### config.mk
export PLATFORM = sky130hd
export DESIGN_NAME = traffic_phase_scheduler
export DESIGN_NICKNAME = d
export VERILOG_FILES = /design/src/rtl/traffic_phase_scheduler.sv
export SDC_FILE = /design/constraint.sdc
export NUM_CORES = 1
export LEC_CHECK = 0
export ABC_AREA = 1
export CAP_MARGIN = 10
export CORE_MARGIN = 1
export CORE_UTILIZATION = 50
export CTS_CLUSTER_SIZE = 28
export DETAILED_ROUTE_END_ITERATION = 7
export DONT_BUFFER_PORTS = 1
export SLEW_MARGIN = 15
export SYNTH_ARGS = -nofsm -noshare
export SYNTH_HDL_FRONTEND = slang
export SYNTH_SLANG_ARGS = --single-unit
### constraint.sdc
create_clock -name clk -period 2 [get_ports clk]
set_clock_uncertainty 0.05 [all_clocks]
set_input_delay 0.2 -clock clk [delete_from_list [all_inputs] [get_ports clk]]
set_output_delay 0.2 -clock clk [all_outputs]
set_load 0.02 [all_outputs]
### src/rtl/traffic_phase_scheduler.sv
// Sensor-actuated two-approach phase controller with min/max green, yellow and all-red timing.
// Define PED_PHASE_EN to compile in the pedestrian walk phase and its latched request.
module traffic_phase_scheduler #(
    parameter int CNT_W     = 4,
    parameter int GREEN_MIN = 4,
    parameter int GREEN_MAX = 10,
    parameter int YELLOW_T  = 3,
    parameter int ALLRED_T  = 1,
    parameter int WALK_T    = 5
) (
    input  logic       clk,
    input  logic       reset,
    input  logic       tick,
    input  logic       sens_a,
    input  logic       sens_b,
    input  logic       ped_req,
    output logic [2:0] LightA,
    output logic [2:0] LightB,
    output logic       walk,
    output logic [2:0] phase,
    output logic       ped_pending
);

    typedef enum logic [2:0] {
        A_GRN = 3'd0,
        A_YEL = 3'd1,
        AR_AB = 3'd2,
        B_GRN = 3'd3,
        B_YEL = 3'd4,
        AR_BA = 3'd5,
        WALK  = 3'd6
    } state_e;

    localparam logic [2:0] LAMP_GRN = 3'b100;
    localparam logic [2:0] LAMP_YEL = 3'b010;
    localparam logic [2:0] LAMP_RED = 3'b001;

    localparam logic [CNT_W:0] GMIN = (CNT_W+1)'(GREEN_MIN);
    localparam logic [CNT_W:0] GMAX = (CNT_W+1)'(GREEN_MAX);
    localparam logic [CNT_W:0] YEL  = (CNT_W+1)'(YELLOW_T);
    localparam logic [CNT_W:0] ALLR = (CNT_W+1)'(ALLRED_T);

    state_e           state_q, state_d;
    logic [CNT_W-1:0] cnt_q, cnt_d;
    logic [CNT_W:0]   el;
    logic             ped_dem;

`ifdef PED_PHASE_EN
    localparam logic [CNT_W:0] WLK = (CNT_W+1)'(WALK_T);

    logic nxt_dir_q, nxt_dir_d;   // 1 = B is served after the walk
    logic ped_pending_q, ped_pending_d;

    assign ped_dem = ped_pending_q;
`else
    logic unused_ped;

    assign unused_ped = ped_req ^ (WALK_T > 0);
    assign ped_dem    = 1'b0;
`endif

    // Elapsed ticks including the current one; one bit wider so a saturated cnt never wraps.
    assign el = {1'b0, cnt_q} + (CNT_W+1)'(1);

    always_ff @(posedge clk or negedge reset) begin
        if (!reset) begin
            state_q <= A_GRN;
            cnt_q   <= '0;
`ifdef PED_PHASE_EN
            nxt_dir_q     <= 1'b0;
            ped_pending_q <= 1'b0;
`endif
        end else begin
            state_q <= state_d;
            cnt_q   <= cnt_d;
`ifdef PED_PHASE_EN
            nxt_dir_q     <= nxt_dir_d;
            ped_pending_q <= ped_pending_d;
`endif
        end
    end

    always_comb begin
        state_d = state_q;
        case (state_q)
            A_GRN: if (tick && (sens_b || ped_dem) && ((el >= GMIN && !sens_a) || el >= GMAX))
                       state_d = A_YEL;
            A_YEL: if (tick && el == YEL) state_d = AR_AB;
            AR_AB: if (tick && el == ALLR) begin
`ifdef PED_PHASE_EN
                       state_d = ped_pending_q ? WALK : B_GRN;
`else
                       state_d = B_GRN;
`endif
                   end
            B_GRN: if (tick && (sens_a || ped_dem) && ((el >= GMIN && !sens_b) || el >= GMAX))
                       state_d = B_YEL;
            B_YEL: if (tick && el == YEL) state_d = AR_BA;
            AR_BA: if (tick && el == ALLR) begin
`ifdef PED_PHASE_EN
                       state_d = ped_pending_q ? WALK : A_GRN;
`else
                       state_d = A_GRN;
`endif
                   end
`ifdef PED_PHASE_EN
            WALK:  if (tick && el == WLK) state_d = nxt_dir_q ? B_GRN : A_GRN;
`endif
            default: state_d = A_GRN;
        endcase

        if (state_d != state_q)
            cnt_d = '0;
        else if (tick)
            cnt_d = (cnt_q == {CNT_W{1'b1}}) ? cnt_q : cnt_q + 1'b1;
        else
            cnt_d = cnt_q;

`ifdef PED_PHASE_EN
        nxt_dir_d = nxt_dir_q;
        if (state_q == AR_AB && state_d != AR_AB)
            nxt_dir_d = 1'b1;
        else if (state_q == AR_BA && state_d != AR_BA)
            nxt_dir_d = 1'b0;

        // A press on the walk-entry edge wins over the clear.
        if (ped_req)
            ped_pending_d = 1'b1;
        else if (state_d == WALK && state_q != WALK)
            ped_pending_d = 1'b0;
        else
            ped_pending_d = ped_pending_q;
`endif
    end

    always_comb begin
        LightA = LAMP_RED;
        LightB = LAMP_RED;
        walk   = 1'b0;
        case (state_q)
            A_GRN: LightA = LAMP_GRN;
            A_YEL: LightA = LAMP_YEL;
            B_GRN: LightB = LAMP_GRN;
            B_YEL: LightB = LAMP_YEL;
`ifdef PED_PHASE_EN
            WALK:  walk = 1'b1;
`endif
            default: ;
        endcase
    end

    assign phase = state_q;
`ifdef PED_PHASE_EN
    assign ped_pending = ped_pending_q;
`else
    assign ped_pending = 1'b0;
`endif

endmodule
==> impl_metrics.csv, run 1 <==
group,metric,value,unit
pwr,switching_share,52.5,%
place,port_buffers,0,
finish,utilization,60.6,%
timing,final-setup-viol-count,0,
finish,antennaDiodeCount,0,
pwr,clockPowerShare,10.4,%
finish,finalNetCount,122,
critical_path,max_stage_delay,0.40,ns
clock_network,clkLatencyLatePin,0.24,ns
route,number_of_vias_per_cell,5.01,
critical_path,cp-end-kind,"flip-flop",
global_route,first_pass_grt_wire_length,1990,microns
logic_synthesis,yosysWarnings,0,
worst_hold_path,worstHoldPathCells,2,
finish,layoutNonFillerInstCount,126,
finish,layout.cells.most_common_list,"18 x sky130_fd_sc_hd__inv_1, 18 x sky130_fd_sc_hd__nand2_1, 12 x sky130_fd_sc_hd__nor2_1, 7 x sky130_fd_sc_hd__dfrtp_1",
route,postRouteAntennaNets,0,
critical_path,crit_family,"simple AND/OR/NAND/NOR gates",
timing,setup_repair_after_global_routing_missed_its_margin,"false",
critical_path,reg2reg_depth,12,
place,pre_cts_setup_slack,0.209,ns
clock_network,clock_tree.buffer_depth,2,
pwr,p_switching,0.603,mW
pwr,leakage,0.417,nW
timing,maxClockFrequency,550,MHz
clock_network,clock_tree_from_tritoncts,"yes",
route,vias,631,
timing,final.setup.tns,0,ns
place,place_congestion,0.742,
timing,finalHoldViolCount,0,
finish,drive_gt1_share,25.2,%
pwr,power.share.sequential,25.3,%
global_route,antenna_found_initial,0,
pwr,p_int,0.545,mW
pwr,worst_ir_drop_vdd,745,uV
clock_network,postCtsHoldBufs,1,
global_route,vias_in_the_first_global_route,527,
route,initial_drt_pass_iterations,4,
clock_network,post_cts_resized,0,
place,dpl.hpwl,1090,microns
timing,post-route-worst-setup-slack,0.180,ns
die,num_io_pins,17,
worst_hold_path,hold_class,"primary input to flip-flop",
timing,post_route_fraction_of_the_period_consumed_by_the_critical_path,91.0,%
logic_synthesis,syn_inst,101,
clock_network,clock-sinks,7,
global_route,maximum_number_of_pins_on_one_net_before_global_route_repair,8,
die,fp-row-count,13,
critical_path,worst_path_most_repeated_cell,"sky130_fd_sc_hd__nand2_1",
clock_network,ctsRootBufferMaster,"sky130_fd_sc_hd__clkbuf_4",
outcome,run_status,"completed",
route,drcViolationCount,0,
timing,period_minus_slack,1.82,ns
global_route,grt_use_total,19.8,%
route,routedWlPerCell,10.2,microns
critical_path,crit_cells,12,
die,chipHeight,39.4,microns
critical_path,cp.arrival,1.90,ns
finish,synthToLayoutAreaGrowth,12.7,%
pwr,power.combinational.fraction,64.2,%
clock_network,postCtsSetupBuffers,0,
clock_network,clock_transition_at_the_register_clock_pins_on_the_worst_setup_and_hold_paths_after_cts,0.05,ns
logic_synthesis,yosys.cell_types.count,25,
critical_path,cp_max_fo,4,
critical_path,critical_path_required,2.08,ns
die,die_width,39.4,microns
critical_path,worstPathBufferInverterCount,1,
clock_network,htreeDepth,1,
run,cap_viol_max_count,0,
logic_synthesis,synthesis.area,699,sq um
pwr,power.density_cell_area,1460,mW/mm^2
die,dieArea,0.00155,sq mm
timing,timing_max_transition_violations_final,0,
critical_path,critPathLaunchType,"flip-flop",
global_route,gr-total-overflow,0,
critical_path,critical_path.cell_chain,"ha_1, inv_1, nand2_1, nand2_2, nor2_2, nand3_1, nand2_1, nand2_1, nor2_2, nand4_2, nand3_2, nor2_1",
route,initialDrtViolationCount,11,
die,core_area,0.00130,sq mm
critical_path,critPathKind,"flip-flop to flip-flop",
die,floorplan.initialDensity,53.8,%
clock_network,cts_made_buffers,3,
critical_path,timing.critical_path.slowest_stage_cell,"sky130_fd_sc_hd__dfrtp_1",
place,dpl.cell_count,121,
logic_synthesis,ys_seq_elements,7,
logic_synthesis,synth-seq-area-share,25.0,%
route,routed_wirelength,1280,microns
logic_synthesis,syn_avg_cell_area,6.92,sq um
==> cell families after synthesis <==
family,after synthesis,share of synthesized area (%)
AO/OA/AOI/OAI,7,6.80
XOR/XNOR,1,1.25
adder cells (fa/ha/maj),4,7.16
buffers and inverters,22,12.9
flip-flops,7,25.0
other,1,0.536
AND/OR/NAND/NOR,59,46.3
==> path summary, 6_finish.rpt <==
check,from,to,slack (ns)
max,cnt_q[0],cnt_q[0],0.18
min,tick,cnt_q[3],0.09
max reg2reg,cnt_q[0],cnt_q[0],0.18
min reg2reg,cnt_q[0],cnt_q[0],0.58
max in group asynchronous,reset,cnt_q[1],1.44
min in group asynchronous,reset,phase[1],0.23
==> stage by stage <==
step	area, sq um	hold WS, ns	power (mW)
after global routing	788	0.106	1.27
after CTS	788	0.0899	1.16
after detailed placement	752	-0.145	1.03
after global placement	752	-0.145	1.02
after floorplan	703	-0.146	0.855
final	788	0.0921	1.15
==> flip-flops by register name, summed over array words and instances, names as in the netlist <==
name and cells:
cnt_q 4, phase 3
==> final cells by class <==
class / count / area, sq um
clock buffer: 4 / 26.3
fill: 124 / 513
inverter: 20 / 75.1
multi-input combinational: 73 / 438
sequential: 7 / 175
tap: 15 / 18.8
timing repair buffer: 7 / 55.1
==> cell usage after synthesis <==
cell type / number / area share [%]
sky130_fd_sc_hd__o211ai_1: 1 / 1.1
sky130_fd_sc_hd__buf_4: 2 / 2.1
sky130_fd_sc_hd__nor3_4: 1 / 2.3
sky130_fd_sc_hd__a21oi_1: 1 / 0.71
sky130_fd_sc_hd__nor3_1: 2 / 1.4
sky130_fd_sc_hd__nand4_1: 3 / 2.7
sky130_fd_sc_hd__xor2_1: 1 / 1.3
sky130_fd_sc_hd__inv_2: 2 / 1.1
sky130_fd_sc_hd__nand2_1: 18 / 9.7
sky130_fd_sc_hd__conb_1: 1 / 0.54
sky130_fd_sc_hd__o21ai_1: 1 / 0.71
sky130_fd_sc_hd__o21bai_1: 1 / 1.1
sky130_fd_sc_hd__nor2_1: 12 / 6.4
sky130_fd_sc_hd__dfrtp_1: 7 / 25
sky130_fd_sc_hd__nand3b_1: 2 / 2.1
sky130_fd_sc_hd__inv_1: 18 / 9.7
sky130_fd_sc_hd__nor2_2: 4 / 3.6
sky130_fd_sc_hd__o21ai_0: 2 / 1.4
sky130_fd_sc_hd__ha_1: 4 / 7.2
sky130_fd_sc_hd__nand3_2: 3 / 4.3
sky130_fd_sc_hd__nand4_2: 1 / 1.8
sky130_fd_sc_hd__nand3_1: 6 / 4.3
sky130_fd_sc_hd__nand2_2: 5 / 4.5
sky130_fd_sc_hd__nand2_4: 2 / 3.2
sky130_fd_sc_hd__o211ai_2: 1 / 1.8
==> worst reg2reg max path: stages, from the launching register on <==
cell and delay, ns:
sky130_fd_sc_hd__dfrtp_1 0.40, sky130_fd_sc_hd__ha_1 0.25, sky130_fd_sc_hd__inv_1 0.07, sky130_fd_sc_hd__nand2_1 0.10, sky130_fd_sc_hd__nand2_2 0.09, sky130_fd_sc_hd__nor2_2 0.11, sky130_fd_sc_hd__nand3_1 0.09, sky130_fd_sc_hd__nand2_1 0.09
sky130_fd_sc_hd__nand2_1 0.06, sky130_fd_sc_hd__nor2_2 0.14, sky130_fd_sc_hd__nand4_2 0.09, sky130_fd_sc_hd__nand3_2 0.11, sky130_fd_sc_hd__nor2_1 0.05
==> metal layers <==
layer | GRT usage, % | vias up | part of all wire [%]
met1 | 28.5 | 280 | 53
met2 | 26.2 | 16 | 44
li1 | - | 335 | -
met4 | 12.9 | 0 | 0
met5 | 0 | - | 0
met3 | 3.41 | 0 | 2.4
==> power groups by stage <==
stage,logic (mW),registers [mW],clock network [mW]
after floorplan,0.556,0.299,0
after global routing,0.840,0.299,0.131
after detailed placement,0.736,0.292,0
after global placement,0.728,0.290,0
final,0.738,0.291,0.120
after CTS,0.743,0.290,0.126
Note: power is estimated with default switching activity, not from simulation.
==> run 2, diff against run 1 <==
PLACE_DENSITY = 0.75   (was default)
REMOVE_ABC_BUFFERS = 1   (was default)
==> impl_metrics.csv, run 2 (same netlist as run 1, synthesis figures left out) <==
group,metric,value,unit
pwr,p_int,0.520,mW
timing,setup_repair_after_global_routing_missed_its_margin,"false",
finish,antennaDiodeCount,0,
pwr,clockPowerShare,10.7,%
clock_network,clock-sinks,7,
finish,layoutNonFillerInstCount,123,
place,placement.cell_area,729,sq um
route,number_of_vias_per_cell,5.00,
global_route,maximum_number_of_pins_on_one_net_before_global_route_repair,8,
finish,finalNetCount,119,
die,chipHeight,39.4,microns
critical_path,worstReg2RegStart,"cnt_q[0]",
pwr,p_switching,0.614,mW
route,routedWlPerCell,11.2,microns
clock_network,htreeDepth,1,
clock_network,clkLatencyLatePin,0.24,ns
global_route,gr-total-overflow,0,
critical_path,max_stage_delay,0.43,ns
outcome,run_status,"completed",
finish,largest_reg_flops,4,
global_route,grt_use_total,20.0,%
finish,synthToLayoutAreaGrowth,10.2,%
die,fp-row-count,13,
critical_path,worst_case_register_to_register_setup_slack,0.17,ns
timing,timing_max_transition_violations_final,0,
clock_network,ctsRootBufferMaster,"sky130_fd_sc_hd__clkbuf_4",
critical_path,timing.critical_path.slowest_stage_cell,"sky130_fd_sc_hd__dfrtp_2",
place,place_congestion,0.772,
route,vias,615,
pwr,power.density_cell_area,1470,mW/mm^2
critical_path,reg2reg_depth,12,
timing,maxClockFrequency,546,MHz
place,dpl.hpwl,1160,microns
die,die_width,39.4,microns
timing,finalHoldViolCount,0,
place,dpl.cell_count,118,
worst_hold_path,worst_hold_startpoint,"tick",
worst_hold_path,min_delay_worst_endpoint,"cnt_q[3]",
critical_path,worst_path_most_repeated_cell,"sky130_fd_sc_hd__nand2_1",
finish,utilization,59.2,%
timing,post_route_fraction_of_the_period_consumed_by_the_critical_path,91.6,%
die,dieArea,0.00155,sq mm
critical_path,critical_path_required,2.08,ns
critical_path,reg2reg_to,"cnt_q[3]",
finish,layout.cells.most_common_list,"18 x sky130_fd_sc_hd__inv_1, 18 x sky130_fd_sc_hd__nand2_1, 12 x sky130_fd_sc_hd__nor2_1, 6 x sky130_fd_sc_hd__nand3_1",
pwr,leakage,0.397,nW
route,initial_drt_pass_iterations,4,
clock_network,cts_made_buffers,3,
clock_network,clock_tree.buffer_depth,2,
timing,period_minus_slack,1.83,ns
critical_path,cp_max_fo,7,
clock_network,clock_tree_from_tritoncts,"yes",
timing,post-route-worst-setup-slack,0.168,ns
global_route,first_pass_grt_wire_length,2010,microns
run,cap_viol_max_count,0,
worst_hold_path,worstHoldPathCells,2,
finish,finalInstanceArea,771,sq um
clock_network,clock_transition_at_the_register_clock_pins_on_the_worst_setup_and_hold_paths_after_cts,0.05,ns
route,initialDrtViolationCount,11,
finish,drive_gt1_share,25.9,%
route,drcViolationCount,0,
critical_path,critPathLaunchType,"flip-flop",
critical_path,cp-end-kind,"flip-flop",
pwr,switching_share,54.2,%
critical_path,critical_path.cell_chain,"ha_2, inv_1, nand2_1, nand2_2, nor2_2, nand3_1, nand2_1, nand2_1, nor2_2, nand4_2, nand3_2, nor2_1",
pwr,worst_ir_drop_vdd,669,uV
global_route,antenna_found_initial,0,
place,port_buffers,0,
die,core_area,0.00130,sq mm
die,num_io_pins,17,
critical_path,cp.arrival,1.91,ns
die,floorplan.initialDensity,53.8,%
place,pre_cts_setup_slack,0.0949,ns
pwr,power.share.sequential,27.4,%
timing,final.setup.tns,0,ns
global_route,vias_in_the_first_global_route,530,
pwr,power.combinational.fraction,61.9,%
critical_path,critPathKind,"flip-flop to flip-flop",
worst_hold_path,hold_class,"primary input to flip-flop",
route,routed_wirelength,1370,microns
finish,regMostFlops,"cnt_q",
route,postRouteAntennaNets,0,
timing,final-setup-viol-count,0,
## run 2: changes by cell type in the layout (fill, tap and decap cells not counted), sizes merged
| cell | before | now |
|---|---|---|
| buf | 6 | 3 |
## run 2: power by group through the flow
| stage | Sequential (mW) | Clock (mW) | Combinational [mW] |
|---|---|---|---|
| 4_1_cts | 0.307 | 0.127 | 0.705 |
| 5_1_grt | 0.325 | 0.131 | 0.782 |
| 6_report | 0.311 | 0.121 | 0.702 |
| 3_3_place_gp | 0.304 | 0 | 0.669 |
| 3_5_place_dp | 0.308 | 0 | 0.698 |
| 2_1_floorplan | 0.299 | 0 | 0.553 |
## run 2: worst max-delay path: cells and delay by family, from the launching register on
family | cells | cell delay (ns)
DFF | 1 | 0.43
adders and majority gates | 1 | 0.23
buffers and inverters | 1 | 0.06
and+or+nand+nor | 10 | 0.95
## run 2: what timing repair did
action | in CTS | in global routing
endpoints found under the setup margin | 0 | 4
hold endpoints to repair | 7 | 0
setup buffers | 0 | 0
gates resized for setup | 0 | 3
hold buffers | 1 | 0
## run 2: worst max path at each step
stage	start	to	slack [ns]	depth (start not counted)
final	cnt_q[0]	cnt_q[3]	0.17	12
after global routing	cnt_q[0]	cnt_q[0]	0.01	12
after CTS	cnt_q[0]	cnt_q[3]	0.06	12
after detailed placement	cnt_q[0]	cnt_q[3]	0.09	12
after global placement	cnt_q[0]	cnt_q[1]	0.18	12
after floorplan	phase[1]	cnt_q[1]	0.16	8
## run 2: cell type report
type	count	area [sq um]
Multi-Input combinational cell	73	440
Inverter	20	75.1
Sequential cell	7	178
Fill cell	136	531
Timing Repair Buffer	4	32.5
Clock buffer	4	26.3
Tap cell	15	18.8
## run 2: metal layers
layer / track usage (%) / part of all wire (%) / wire (microns)
met5: 0 / 0 / 0
met4: 12.9 / 0 / 0
met3: 3.41 / 3.1 / 43
met2: 29.9 / 47 / 649
met1: 26.1 / 50 / 682
## run 2: stage by stage
step | hold WS (ns) | total power, mW
after global routing | 0.116 | 1.24
after floorplan | -0.146 | 0.852
after global placement | -0.145 | 0.972
after detailed placement | -0.145 | 1.01
after CTS | 0.0994 | 1.14
final | 0.109 | 1.13
